<file path="src/rtl/riscv_pkg.sv">
// Shared RISC-V encoding constants: ImmSrc format codes (identical to the
// decode-side immediate extender), the canonical NOP and major opcodes,
// plus the bundle of decoded fields carried through the encoder pipeline.
package riscv_pkg;

    // ImmSrc format codes; 3'b110 and 3'b111 are illegal
    localparam logic [2:0] IMM_I = 3'b000;
    localparam logic [2:0] IMM_S = 3'b001;
    localparam logic [2:0] IMM_B = 3'b010;
    localparam logic [2:0] IMM_U = 3'b011;
    localparam logic [2:0] IMM_J = 3'b100;
    localparam logic [2:0] IMM_R = 3'b101;

    // addi x0, x0, 0 -- substituted for any word with an illegal format code
    localparam logic [31:0] NOP_INSTR = 32'h0000_0013;

    // Major opcodes (instr[6:0])
    localparam logic [6:0] OPC_LOAD   = 7'h03;
    localparam logic [6:0] OPC_OP_IMM = 7'h13;
    localparam logic [6:0] OPC_AUIPC  = 7'h17;
    localparam logic [6:0] OPC_STORE  = 7'h23;
    localparam logic [6:0] OPC_OP     = 7'h33;
    localparam logic [6:0] OPC_LUI    = 7'h37;
    localparam logic [6:0] OPC_BRANCH = 7'h63;
    localparam logic [6:0] OPC_JALR   = 7'h67;
    localparam logic [6:0] OPC_JAL    = 7'h6F;

    // Decoded fields of one instruction, in input-port order
    typedef struct packed {
        logic [2:0]  imm_src;
        logic [31:0] imm;
        logic [6:0]  opcode;
        logic [4:0]  rd;
        logic [2:0]  funct3;
        logic [4:0]  rs1;
        logic [4:0]  rs2;
        logic [6:0]  funct7;
    } instr_fields_t;

endpackage

</file>
<file path="src/rtl/imm_pack.sv">
// Combinational field packer: scatters the immediate into the bit layout of
// the selected format and flags immediates that the format cannot represent.
// Out-of-range immediates are still packed from their truncated bits so the
// consumer sees a well-formed word alongside the error flag.
module imm_pack
    import riscv_pkg::*;
(
    input  instr_fields_t i_fields,
    output logic [31:0]   o_instr,
    output logic          o_err
);

    logic [31:0] w_imm;
    logic        w_fit_12;   // fits a 12-bit signed field (I/S)
    logic        w_fit_13;   // fits a 13-bit signed field (B)
    logic        w_fit_21;   // fits a 21-bit signed field (J)
    logic        w_low_zero; // low 12 bits clear (U)

    assign w_imm      = i_fields.imm;
    assign w_fit_12   = (&w_imm[31:11]) | ~(|w_imm[31:11]);
    assign w_fit_13   = (&w_imm[31:12]) | ~(|w_imm[31:12]);
    assign w_fit_21   = (&w_imm[31:20]) | ~(|w_imm[31:20]);
    assign w_low_zero = ~(|w_imm[11:0]);

    // Format-dependent packing and range check; illegal codes yield a NOP with error
    always_comb begin
        o_instr = NOP_INSTR;
        o_err   = 1'b1;
        case (i_fields.imm_src)
            IMM_I: begin
                o_instr = {w_imm[11:0], i_fields.rs1, i_fields.funct3,
                           i_fields.rd, i_fields.opcode};
                o_err   = ~w_fit_12;
            end
            IMM_S: begin
                o_instr = {w_imm[11:5], i_fields.rs2, i_fields.rs1, i_fields.funct3,
                           w_imm[4:0], i_fields.opcode};
                o_err   = ~w_fit_12;
            end
            IMM_B: begin
                o_instr = {w_imm[12], w_imm[10:5], i_fields.rs2, i_fields.rs1,
                           i_fields.funct3, w_imm[4:1], w_imm[11], i_fields.opcode};
                o_err   = ~w_fit_13 | w_imm[0];
            end
            IMM_U: begin
                o_instr = {w_imm[31:12], i_fields.rd, i_fields.opcode};
                o_err   = ~w_low_zero;
            end
            IMM_J: begin
                o_instr = {w_imm[20], w_imm[10:1], w_imm[11], w_imm[19:12],
                           i_fields.rd, i_fields.opcode};
                o_err   = ~w_fit_21 | w_imm[0];
            end
            IMM_R: begin
                o_instr = {i_fields.funct7, i_fields.rs2, i_fields.rs1,
                           i_fields.funct3, i_fields.rd, i_fields.opcode};
                o_err   = 1'b0;
            end
            default: begin
                o_instr = NOP_INSTR;
                o_err   = 1'b1;
            end
        endcase
    end

endmodule

</file>
<file path="src/rtl/instr_encode.sv">
// Streaming RISC-V instruction assembler. Stage 1 captures the decoded
// fields, stage 2 holds the packed word and its error flag. Each stage
// advances when the stage downstream of it is empty or draining, so the
// pipeline holds two entries under backpressure and moves one per cycle
// otherwise. Output/error counters saturate instead of wrapping.
module instr_encode
    import riscv_pkg::*;
#(
    parameter int DATA_WIDTH = 32,
    parameter int CNT_WIDTH  = 16
)
(
    input  logic                  clk,
    input  logic                  rst_n,
    input  logic                  in_valid,
    output logic                  in_ready,
    input  logic [2:0]            ImmSrc,
    input  logic [DATA_WIDTH-1:0] imm,
    input  logic [6:0]            opcode,
    input  logic [4:0]            rd,
    input  logic [2:0]            funct3,
    input  logic [4:0]            rs1,
    input  logic [4:0]            rs2,
    input  logic [6:0]            funct7,
    output logic                  out_valid,
    input  logic                  out_ready,
    output logic [DATA_WIDTH-1:0] instr,
    output logic                  out_err,
    output logic [CNT_WIDTH-1:0]  out_count,
    output logic [CNT_WIDTH-1:0]  err_count
);

    localparam logic [CNT_WIDTH-1:0] CNT_ONE = {{(CNT_WIDTH-1){1'b0}}, 1'b1};

    instr_fields_t         w_in_fields;
    instr_fields_t         r_s1_fields;
    logic                  r_s1_valid;
    logic                  r_s2_valid;
    logic [DATA_WIDTH-1:0] r_s2_instr;
    logic                  r_s2_err;
    logic [CNT_WIDTH-1:0]  r_out_count;
    logic [CNT_WIDTH-1:0]  r_err_count;

    logic [31:0]           w_packed;
    logic                  w_packed_err;
    logic                  w_s2_adv;
    logic                  w_in_ready;
    logic                  w_xfer;

    assign w_in_fields = {ImmSrc, imm, opcode, rd, funct3, rs1, rs2, funct7};

    // Handshake: stage 2 frees up when empty or being consumed; stage 1 when
    // empty or moving into stage 2. Independent of in_valid by construction.
    assign w_s2_adv   = ~r_s2_valid | out_ready;
    assign w_in_ready = ~r_s1_valid | w_s2_adv;
    assign w_xfer     = r_s2_valid & out_ready;

    imm_pack u_imm_pack (
        .i_fields (r_s1_fields),
        .o_instr  (w_packed),
        .o_err    (w_packed_err)
    );

    // Stage 1: capture fields on accept; clears when its entry moves on with no replacement
    always_ff @(posedge clk) begin
        if (!rst_n) begin
            r_s1_valid  <= 1'b0;
            r_s1_fields <= '0;
        end else if (w_in_ready) begin
            r_s1_valid <= in_valid;
            if (in_valid) begin
                r_s1_fields <= w_in_fields;
            end
        end
    end

    // Stage 2: register packed word and error; frozen while stalled so output stays stable
    always_ff @(posedge clk) begin
        if (!rst_n) begin
            r_s2_valid <= 1'b0;
            r_s2_instr <= '0;
            r_s2_err   <= 1'b0;
        end else if (w_s2_adv) begin
            r_s2_valid <= r_s1_valid;
            if (r_s1_valid) begin
                r_s2_instr <= w_packed;
                r_s2_err   <= w_packed_err;
            end
        end
    end

    // Saturating counters of handed-off words and of those flagged as errors
    always_ff @(posedge clk) begin
        if (!rst_n) begin
            r_out_count <= '0;
            r_err_count <= '0;
        end else if (w_xfer) begin
            if (r_out_count != '1) begin
                r_out_count <= r_out_count + CNT_ONE;
            end
            if (r_s2_err && (r_err_count != '1)) begin
                r_err_count <= r_err_count + CNT_ONE;
            end
        end
    end

    assign in_ready  = w_in_ready;
    assign out_valid = r_s2_valid;
    assign instr     = r_s2_instr;
    assign out_err   = r_s2_err;
    assign out_count = r_out_count;
    assign err_count = r_err_count;

endmodule

</file>
<file path="config.mk">
export PLATFORM = sky130hd
export DESIGN_NAME = instr_encode
export DESIGN_NICKNAME = d
export VERILOG_FILES = /design/src/rtl/riscv_pkg.sv /design/src/rtl/imm_pack.sv /design/src/rtl/instr_encode.sv
export SDC_FILE = /design/constraint.sdc
export NUM_CORES = 1
export LEC_CHECK = 0
export ABC_AREA = 1
export BUFFER_PORTS_ARGS = -buffer_cell sky130_fd_sc_hd__clkbuf_2
export CAP_MARGIN = 10
export CORE_ASPECT_RATIO = 1.25
export CORE_MARGIN = 4
export CORE_UTILIZATION = 49
export CTS_CLUSTER_DIAMETER = 120
export DETAILED_ROUTE_END_ITERATION = 12
export PLACE_DENSITY_LB_ADDON = 0.05
export SLEW_MARGIN = 20
export SYNTH_ARGS = -nofsm -noshare
export SYNTH_HDL_FRONTEND = slang
export SYNTH_SLANG_ARGS = --single-unit
</file>
<file path="constraint.sdc">
create_clock -name clk -period 1.8 [get_ports clk]
set_input_delay 0.18 -clock clk [delete_from_list [all_inputs] [get_ports clk]]
set_output_delay 0.18 -clock clk [all_outputs]
set_load 0.005 [all_outputs]
</file>
# Word level (Yosys, flattened, before mapping)
# Index checks and enable logic that the tools add are counted.
[classes]
addsub = 2
mul = 0
div_mod_pow = 0
order_cmp = 0
n_eq_ne = 7
n_shift = 0
mux = 2
bitwise = 16
reduce_logical = 14
[ops]
columns = ["operator", "n"]
rows = [
  ["case mux 32 bit (6 select lines)", 1],
  ["adder 16 x 1 -> 16 bit (second input constant)", 2],
  ["inequality test 16 bit (second input constant)", 2],
  ["OR reduction 12 bit", 2],
  ["AND reduction 21 bit", 1],
  ["OR reduction 21 bit", 1],
  ["AND reduction 20 bit", 1],
  ["OR reduction 20 bit", 1],
  ["AND reduction 12 bit", 1],
  ["inverter 1 bit", 8],
  ["AND reduction 2 bit", 4],
  ["OR 1 bit", 7],
  ["== test 3 x 2 -> 1 bit (second input constant)", 2],
  ["== test 3 bit (second input constant)", 2],
  ["case mux 1 bit (5 select lines)", 1],
  ["== test 3 x 1 -> 1 bit (second input constant)", 1],
  ["zero test 3 bit", 1],
  ["OR reduction 2 bit", 1],
  ["AND 1 bit", 1],
  ["logical AND 1 bit", 1],
]
[totals]
ff_bits = 134
latchBits = 0
mem_bits_rw = 0
romBits = 0
inputBits = 71
output_inout_bits = 67
wordCells = 55
memories = 0

# Longest topological paths before layout
# Gate-level depths: netlist of run 1.
[logic_depth]
ltp_word = 6
depth_mapped = 11
mapped_depth_nobuf = 10

# By module
# Synthesis of run 1 repeated with hierarchy kept, for this count alone.
[hier_totals]
hier_cells = 958
area_unflattened_um2 = 6286.0
[modules_own_cells]
columns = ["module", "instances", "cells_per_inst", "area_per_inst_um2", "seq_area_each_um2"]
rows = [
  ["instr_encode", 1, 760, 5421.4, 2682.6],
  ["imm_pack", 1, 198, 864.6, 0.0],
]

# Least setup slack after synthesis of run 1
# OpenSTA, ideal clock, no wires.
[synth_path]
kind = "register -> register"
from = "register r_err_count[0], in the netlist err_count[0]"
to = "register r_err_count[14], in the netlist err_count[14]"
setup_ns = 0.133
arrival_time_ns = 1.590
t_required_ns = 1.667
slack_ns = 0.076
stages_incl_launch_ff = 10
n_path_buf = 1
period_less_slack_ns = 1.724
path_cell_list = "dfxtp_1 -> ha_1 -> nand2_2 -> nor3_4 -> nand2_2 -> nor2_4 -> a21oi_1 -> buf_4 -> nand2_1 -> a21oi_2"
[synth_via]
elab_chain_len = 3
word_cells_on_any_way = 4
classes_between = "1 x add/sub; 1 x eq/ne; 2 x reduce/logical"
[synth_rtl]
columns = ["item", "line", "source"]
rows = [
  ["from (decl)", "instr_encode.sv:42", "logic [CNT_WIDTH-1:0] r_err_count;"],
  ["from (signal assigned)", "instr_encode.sv:102", "r_err_count <= r_err_count + CNT_ONE;"],
  ["parallel branches: the longest is 3 deep, another holds adder 16 x 1 -> 16 bit", "-", ""],
]
# Several ways; the timed one is not identified.
# A chain may end at the register's enable or synchronous reset.

# Worst setup path in the final report of run 1
[layout_path]
from = "register r_out_count[0], in the netlist out_count[0]"
to = "register r_out_count[0], in the netlist out_count[0]"
[layout_via]
elab_chain_len = 2
word_cells_on_any_way = 3
classes_between = "1 x add/sub; 1 x eq/ne; 1 x reduce/logical"
[layout_rtl]
columns = ["item", "line", "source"]
rows = [
  ["from (decl)", "instr_encode.sv:41", "logic [CNT_WIDTH-1:0] r_out_count;"],
  ["from (signal assigned)", "instr_encode.sv:99", "r_out_count <= r_out_count + CNT_ONE;"],
  ["parallel branches: the longest is 2 deep, another holds adder 16 x 1 -> 16 bit", "-", ""],
]
# Several ways; the timed one is not identified.

==> results of run 1 <==
-- state kept, by name (all words and copies together), names as in the netlist --
register and cells:
r_s1_fields 67, instr 32, err_count 16, out_count 16, out_err 1, out_valid 1, r_s1_valid 1
-- cell usage in the layout, fill, tap and decap left out, drive strengths merged --
cell / Yosys / routed
nand2: 227 / 227
clkbuf: 31 / 157
nor2: 149 / 149
dfxtp: 134 / 134
o21ai: 88 / 88
a21oi: 82 / 82
inv: 64 / 64
buf: 8 / 30
nand3: 24 / 24
nor3: 18 / 18
xor2: 13 / 13
o211ai: 12 / 12
nand4: 8 / 8
clkinv: 1 / 6
xnor2: 5 / 5
clkinvlp: 0 / 4
o221a: 3 / 3
bufinv: 0 / 3
nand3b: 2 / 2
ha: 2 / 2
or2: 1 / 1
o22ai: 1 / 1
-- how the worst max path moves through the flow --
stage | to | cells after the start | from | slack, ns
finish | out_count[0] | 10 | out_count[0] | 0.10
global route | out_count[7] | 11 | out_count[0] | -0.02
CTS | out_count[14] | 10 | out_count[0] | 0.02
detailed placement | out_count[14] | 10 | out_count[0] | 0.02
global placement | out_count[9] | 10 | out_count[0] | 0.09
floorplan | err_count[14] | 9 | err_count[0] | 0.08
-- logic make-up after synthesis --
kind of cell	synth area share (%)
simple gates	28.9
buf+inv	6.79
flops	44.7
fa+ha+maj	0.417
xor+xnor	2.62
compound gates	16.6
-- routing by layer --
| layer | vias up | global-route usage [%] | routed length, um |
|---|---|---|---|
| met5 | - | 0 | 0 |
| met4 | 0 | 8.74 | 359 |
| met3 | 30 | 5.10 | 755 |
| met2 | 154 | 40.4 | 8250 |
| met1 | 2682 | 26.1 | 6770 |
| li1 | 3113 | - | - |
-- worst min-delay path, stage by stage --
cell	delay, ns
sky130_fd_sc_hd__clkbuf_2	0.07
sky130_fd_sc_hd__o21ai_0	0.07
sky130_fd_sc_hd__nor2_1	0.08
-- where the power goes --
group          switching, mW  internal, mW  total, mW
Clock                   1.29          2.28       3.57
Sequential             0.109          3.11       3.22
Combinational          0.402         0.269      0.671
-- repair_timing --
| action | 4_1_cts | 5_1_grt |
|---|---|---|
| hold buffers | 0 | 0 |
| endpoints found under the setup margin | 0 | 22 |
| resized for setup | 0 | 8 |
-- layout make-up --
cell class                      count  area [um2]  share of cell area (%)
Multi-Input combinational cell    635        2930                    38.4
Timing Repair inverter              1        7.51                  0.0983
Inverter                           65         248                    3.24
Timing Repair Buffer              167         948                    12.4
Tap cell                          161         201                    2.64
Sequential cell                   134        2680                    35.1
Clock inverter                     11         150                    1.97
Clock buffer                       20         467                    6.11
-- metrics by stage --
stage | area (um2) | setup TNS (ns) | hold WS, ns | setup slack (ns)
3_3_place_gp | 6990 | 0 | 0.433 | 0.0908
6_report | 7640 | 0 | 0.0285 | 0.103
4_1_cts | 7610 | 0 | 0.0171 | 0.0223
2_1_floorplan | 6010 | 0 | 0.347 | 0.0763
3_5_place_dp | 6990 | 0 | 0.438 | 0.0246
5_1_grt | 7640 | -0.0523 | 0.0284 | -0.0202
==> Flow_metrics.wiki, run 1 <==
{| class="wikitable"
! Metric !! Value
|-
| Result of the run || finished clean
|-
| Class of the tightest hold or removal check || in -> reg
|-
| Lkg Pwr || 3.29 nW
|-
| Data arrival time at the worst-slack endpoint || 2.00 ns
|-
| Tot GR Track Use || 22.7%
|-
| Initial antenna violation count || 0
|-
| Die width || 107 um
|-
| Number of enable flip-flop cells after synthesis || 0
|-
| Flip-flop and latch count after synthesis || ~130
|-
| Summed instance area of the synthesized netlist || between 6000 and 7000 um2
|-
| Post-synthesis cell type with the largest combined area || sky130_fd_sc_hd__dfxtp_1
|-
| Number of placed cells counting well taps || roughly 1200
|-
| Number of global-route vias before repair || about 5700
|-
| Cells taking the most area after synthesis || sky130_fd_sc_hd__dfxtp_1 45%, sky130_fd_sc_hd__nand2_1 14%, sky130_fd_sc_hd__nor2_1 9.2%
|-
| Reg2Reg Setup Slack || 0.10 ns
|-
| Top Ports || 138
|-
| Minimum period implied by the final worst setup slack || 1.70 ns
|-
| Post-route clock skew || 0.00824 ns
|-
| Total congestion overflow after global routing || 0
|-
| Depth of the most critical reg-to-reg path || 10
|-
| Launching element type of the critical path || flop
|-
| Std-Cell Rows || 44
|-
| Min-delay src || opcode[4]
|-
| Number of clock sinks || about 130
|-
| CP cell instances || ha_1 -> nand2_1 -> inv_1 -> nand2_1 -> nor2_2 -> nand3_1 -> nand2_4 -> buf_12 -> xor2_1 -> nor2_1
|-
| Final core area utilization || 64.8%
|-
| Post-Synthesis Cells || approximately 870
|-
| Buffers & Inverters on Critical Path || 2
|-
| Clock Path Buffers || 2
|-
| Critical Path Sink Type || flop
|-
| Count of inserted antenna diode cells || 0
|-
| Count of port buffers added during placement || 137
|-
| Peak per-stage delay on the critical path || 0.34 ns
|-
| Count of H-tree levels built during CTS || 4
|-
| Area of the core region || 11800 um2
|-
| Top_reg_cell synth || sky130_fd_sc_hd__dfxtp_1
|-
| Detailed Place HPWL || 12.0 mm
|-
| Count of nets left with antenna violations after detail routing || 0
|-
| Finish-stage setup viols || 0
|-
| Worst Setup Path Type || reg -> reg
|-
| Yosys warns || 0
|-
| Clock root buffer || sky130_fd_sc_hd__clkbuf_16
|-
| Initial standard-cell utilization of the core || 51.0%
|-
| Slowest-stage cell, CP || sky130_fd_sc_hd__dfxtp_1
|-
| Max-Cap Viols || 0
|-
| Fill cells || approximately 1200
|-
| Tightest Pin Transition || around 0.46 ns
|-
| Die H || 132 um
|-
| Residual DRC count || 0
|-
| Clock-pin transition on the worst setup and hold timing paths || 0.06 ns
|-
| CP delay by family, top || simple AND/OR/NAND/NOR gates
|-
| Fraction of registers with async set or reset after synthesis || 0%
|-
| Cell with the most instances after synthesis || sky130_fd_sc_hd__nand2_1
|-
| Routed length per instance || around 14 um
|-
| Sequential fraction of the synthesis area || 44.7%
|-
| Endpoint of the worst hold path || r_s1_fields[29]
|-
| Cells on Worst Hold Path || 3
|-
| Launch point of the worst reg-to-reg path || out_count[0]
|-
| Power density cells || slightly below 1000 nW/um2
|-
| Post-route fraction of the period consumed by the critical path || 94.3%
|-
| DR pass1 iterations || 7
|-
| Mean number of vias per cell || 5.01
|-
| Most frequent cells after synthesis || 223 x sky130_fd_sc_hd__nand2_1, 148 x sky130_fd_sc_hd__nor2_1, 134 x sky130_fd_sc_hd__dfxtp_1
|-
| Final non-filler cell total || 1194
|-
| Post-layout net count || 1094
|-
| Synth-to-Final Area Change || 27.2%
|-
| Total via count after detailed routing || 5979
|-
| Setup fix buffers added after clock tree synthesis || 0
|-
| Fraction of final layout cells sized beyond drive strength 1 || a little over a fifth
|-
| Reg-to-reg critical path endpoint || out_count[0]
|-
| Mapped Avg Cell Area || 6.88 um2
|-
| Final Max Slew Viols || 0
|-
| Endpoints failing hold || 0
|-
| Die area || 14100 um2
|-
| Largest net degree at the start of global routing || 48
|-
| Number of buffers created by CTS || 17
|-
| Number of distinct library cells after synthesis || 30
|-
| Routability Congestion || 0.893
|-
| Yosys top cell area share || 44.7%
|-
| Worst vdd ir || 669 uV
|-
| Total Power || about 7.5 mW
|-
| Required time of the critical path || approximately 2.1 ns
|-
| Post-Synthesis Net Count || 946
|-
| Worst max-slew margin expressed relative to the limit || between 60% and 70%
|-
| Wire length reported by the detailed router || 16.1 mm
|-
| Max Fanout on Critical Path || 20
|-
| Number of DRC violations after detailed-routing iteration 0 || 335
|-
| Achievable Freq || around 590 MHz
|-
| TritonCTS clock tree || yes
|-
| Most frequent cell on the critical path || sky130_fd_sc_hd__nand2_1
|-
| Worst-skew pair later-pin latency || between 0.4 and 0.5 ns
|-
| Global-route wire length before repair || 26.1 mm
|}
Power figures use the tool's default switching activity.
==> inputs of run 2 (changes only) <==
--- a/config.mk
+++ b/config.mk
@@ -18,3 +18,4 @@
 export SYNTH_ARGS = -nofsm -noshare
 export SYNTH_HDL_FRONTEND = slang
 export SYNTH_SLANG_ARGS = --single-unit
+export TNS_END_PERCENT = 50
==> constraint.sdc (replaced) <==
create_clock -name clk -period 1.8 [get_ports clk]
set_input_delay 0.09 -clock clk [delete_from_list [all_inputs] [get_ports clk]]
set_output_delay 0.09 -clock clk [all_outputs]
set_load 0.005 [all_outputs]
==> run 2 against run 1 <==
Compared with the run above:
- clock skew hardly changed
- non-clock buffer count is 62 higher
- power is 2.9% higher
- via count is 4.9% higher
- fmax is 3.1% higher
- critical path type unchanged
==> Flow_metrics.wiki, run 2 (synthesis gave the netlist of run 1 again) <==
{| class="wikitable"
! Metric !! Value
|-
| Result of the run || finished clean
|-
| Class of the tightest hold or removal check || in -> reg
|-
| Number of buffers created by CTS || 17 (unchanged)
|-
| Final Max Slew Viols || 0 (unchanged)
|-
| Routability Congestion || 0.858 (-3.9%)
|-
| Worst Setup Path Type || reg -> reg
|-
| Net switching share of the total power || 24.4% (+0.36 points)
|-
| Slowest-stage cell, CP || sky130_fd_sc_hd__dfxtp_1
|-
| Count of H-tree levels built during CTS || 4 (unchanged)
|-
| Most frequent cells in the layout || 221 x sky130_fd_sc_hd__nand2_1, 146 x sky130_fd_sc_hd__nor2_1, 137 x sky130_fd_sc_hd__clkbuf_2, 134 x sky130_fd_sc_hd__dfxtp_1, 87 x sky130_fd_sc_hd__o21ai_0
|-
| Setup repair after global routing missed its margin || no
|-
| Finish-stage setup viols || 0 (unchanged)
|-
| Most common cell after layout, fill and taps aside || sky130_fd_sc_hd__nand2_1
|-
| Die width || 107 um (unchanged)
|-
| Worst vdd ir || 545 uV (-19%)
|-
| Internal power component || 5.80 mW (+2.4%)
|-
| Top Ports || 138 (unchanged)
|-
| Routed length per instance || 13.7 um (+1.8%)
|-
| Aggregate negative setup slack || 0 ns (unchanged)
|-
| Total congestion overflow after global routing || 0 (unchanged)
|-
| Fin area || 8270 um2 (+8.3%)
|-
| Count of port buffers added during placement || 137 (unchanged)
|-
| Count of nets left with antenna violations after detail routing || 0 (unchanged)
|-
| Die H || 132 um (unchanged)
|-
| Critical Path Sink Type || flop
|-
| DR pass1 iterations || 6 (-1)
|-
| Total via count after detailed routing || 6269 (+4.9%)
|-
| Post-Route Hold Slack || 0.0112 ns (-0.0173 ns)
|-
| Area of the core region || 11800 um2 (unchanged)
|-
| Lkg Pwr || 3.57 nW (+8.2%)
|-
| Total Power || 7.68 mW (+2.9%)
|-
| Final core area utilization || 70.2% (+5.4 points)
|-
| Tot GR Track Use || 24.9% (+2.2 points)
|-
| Share of total power in sequential cells || 42.0% (-1.2 points)
|-
| Flip-flop count of the largest register after layout || 67 (unchanged)
|-
| Largest net degree at the start of global routing || 46 (-4.2%)
|-
| Clock root buffer || sky130_fd_sc_hd__clkbuf_16
|-
| Initial standard-cell utilization of the core || 51.0% (unchanged)
|-
| CP cell instances || ha_1 -> nand2_1 -> inv_1 -> nand2_1 -> nor2_1 -> nand3_1 -> nand2_4 -> buf_12 -> xor2_1 -> nor2_1
|-
| Biggest register || r_s1_fields
|-
| Number of DRC violations after detailed-routing iteration 0 || 346 (+3.3%)
|-
| Achievable Freq || 608 MHz (+3.1%)
|-
| Launching element type of the critical path || flop
|-
| Fraction of power consumed by the clock network || 47.8% (about the same)
|-
| Number of clock sinks || 134 (unchanged)
|-
| Endpoints failing hold || 0 (unchanged)
|-
| Post-layout net count || 1156 (+5.7%)
|-
| Least setup slack across all paths after layout || 0.154 ns (+0.0511 ns)
|-
| Residual DRC count || 0 (unchanged)
|-
| Synth-to-Final Area Change || 37.8%
|-
| Worst-skew pair later-pin latency || 0.41 ns (about the same)
|-
| Initial antenna violation count || 1 (+1)
|-
| Data arrival time at the worst-slack endpoint || 1.94 ns (-0.06 ns)
|-
| Worst slack at placement || 0.0863 ns (+0.0617 ns)
|-
| Max-Cap Viols || 0 (unchanged)
|-
| Detailed Place HPWL || 11.9 mm (-1.3%)
|-
| Max Fanout on Critical Path || 20 (unchanged)
|-
| Post-route fraction of the period consumed by the critical path || 91.4% (-2.8 points)
|-
| Post-Place Cell Area || 6990 um2 (-0.11%)
|-
| Setup fix buffers added after clock tree synthesis || 0 (unchanged)
|-
| Std-Cell Rows || 44 (unchanged)
|-
| Worst max-slew margin expressed relative to the limit || 70.2% (+0.63 points)
|-
| Net Sw Power || 1.88 mW (+4.4%)
|-
| Final non-filler cell total || 1258 (+5.4%)
|-
| TritonCTS clock tree || yes
|-
| Power density cells || 928 nW/um2 (-5.0%)
|-
| Mean number of vias per cell || 4.98 (-0.48%)
|-
| Wire length reported by the detailed router || 17.3 mm (+7.2%)
|-
| Required time of the critical path || 2.10 ns (about the same)
|-
| Die area || 14100 um2 (unchanged)
|-
| Peak per-stage delay on the critical path || 0.33 ns (about the same)
|-
| Number of global-route vias before repair || 6014 (+5.5%)
|-
| Fraction of final layout cells sized beyond drive strength 1 || 20.1% (-1.3 points)
|-
| Portion of total power attributed to combinational logic || 10.2% (+1.2 points)
|-
| Post-route clock skew || 0.00800 ns (-0.000241 ns)
|-
| Minimum period implied by the final worst setup slack || 1.65 ns (-0.0511 ns)
|-
| Clock Path Buffers || 2 (unchanged)
|-
| Global-route wire length before repair || 28.5 mm (+9.0%)
|-
| Number of placed cells counting well taps || 1161 (-0.086%)
|-
| Clock-pin transition on the worst setup and hold timing paths || 0.06 ns (about the same)
|-
| Tightest Pin Transition || 0.447 ns (-0.00946 ns)
|}
run 2: critical path, delay by kind of cell, from the launching register on:
kind          cells  cell delay [ns]
flops             1             0.33
xor+xnor          1             0.15
fa+ha+maj         1             0.16
simple gates      6             0.66
buf+inv           2             0.23
run 2: area by class of cell:
type                       instances  area, um2
tap                              161        201
timing repair inverter             1       7.51
antenna                            1       2.50
timing repair buffer             229       1570
clock inverter                    14        196
inverter                          65        248
clock buffer                      18        429
multi-input combinational        635       2940
sequential                       134       2680
fill                            1040       3510
run 2: final timing paths:
check | to | slack, ns | from | depth (start not counted)
setup reg to reg | out_count[0] | 0.15 | out_count[1] | 10
hold reg to reg | r_s1_fields[13] | 0.45 | r_s1_fields[13] | 2
setup / recovery | out_count[0] | 0.15 | out_count[1] | 10
hold / removal | r_s1_fields[63] | 0.01 | imm[31] | 3
run 2: layer usage:
metal  track usage (%)  share of wire, %  vias to the layer above
li1                  -                 -                     3243
met3              4.90               4.2                       30
met2              44.5                52                      155
met1              28.8                42                     2841
met5                 0                 0                        -
met4              9.52               2.3                        0
run 2: what timing repair did:
| item | in CTS | in global routing |
|---|---|---|
| endpoints found under the setup margin | 0 | 22 |
| endpoints found under the hold margin | 63 | 0 |
| hold buffers | 63 | 0 |
| gates resized for setup | 0 | 8 |
run 2: power by group through the flow:
| stage | logic (mW) | registers (mW) | clock network, mW |
|---|---|---|---|
| detailed placement | 0.666 | 3.28 | 0 |
| global route | 0.883 | 3.24 | 3.86 |
| floorplan | 0.408 | 3.25 | 0 |
| global placement | 0.660 | 3.28 | 0 |
| finish | 0.787 | 3.22 | 3.67 |
| CTS | 0.777 | 3.22 | 3.73 |
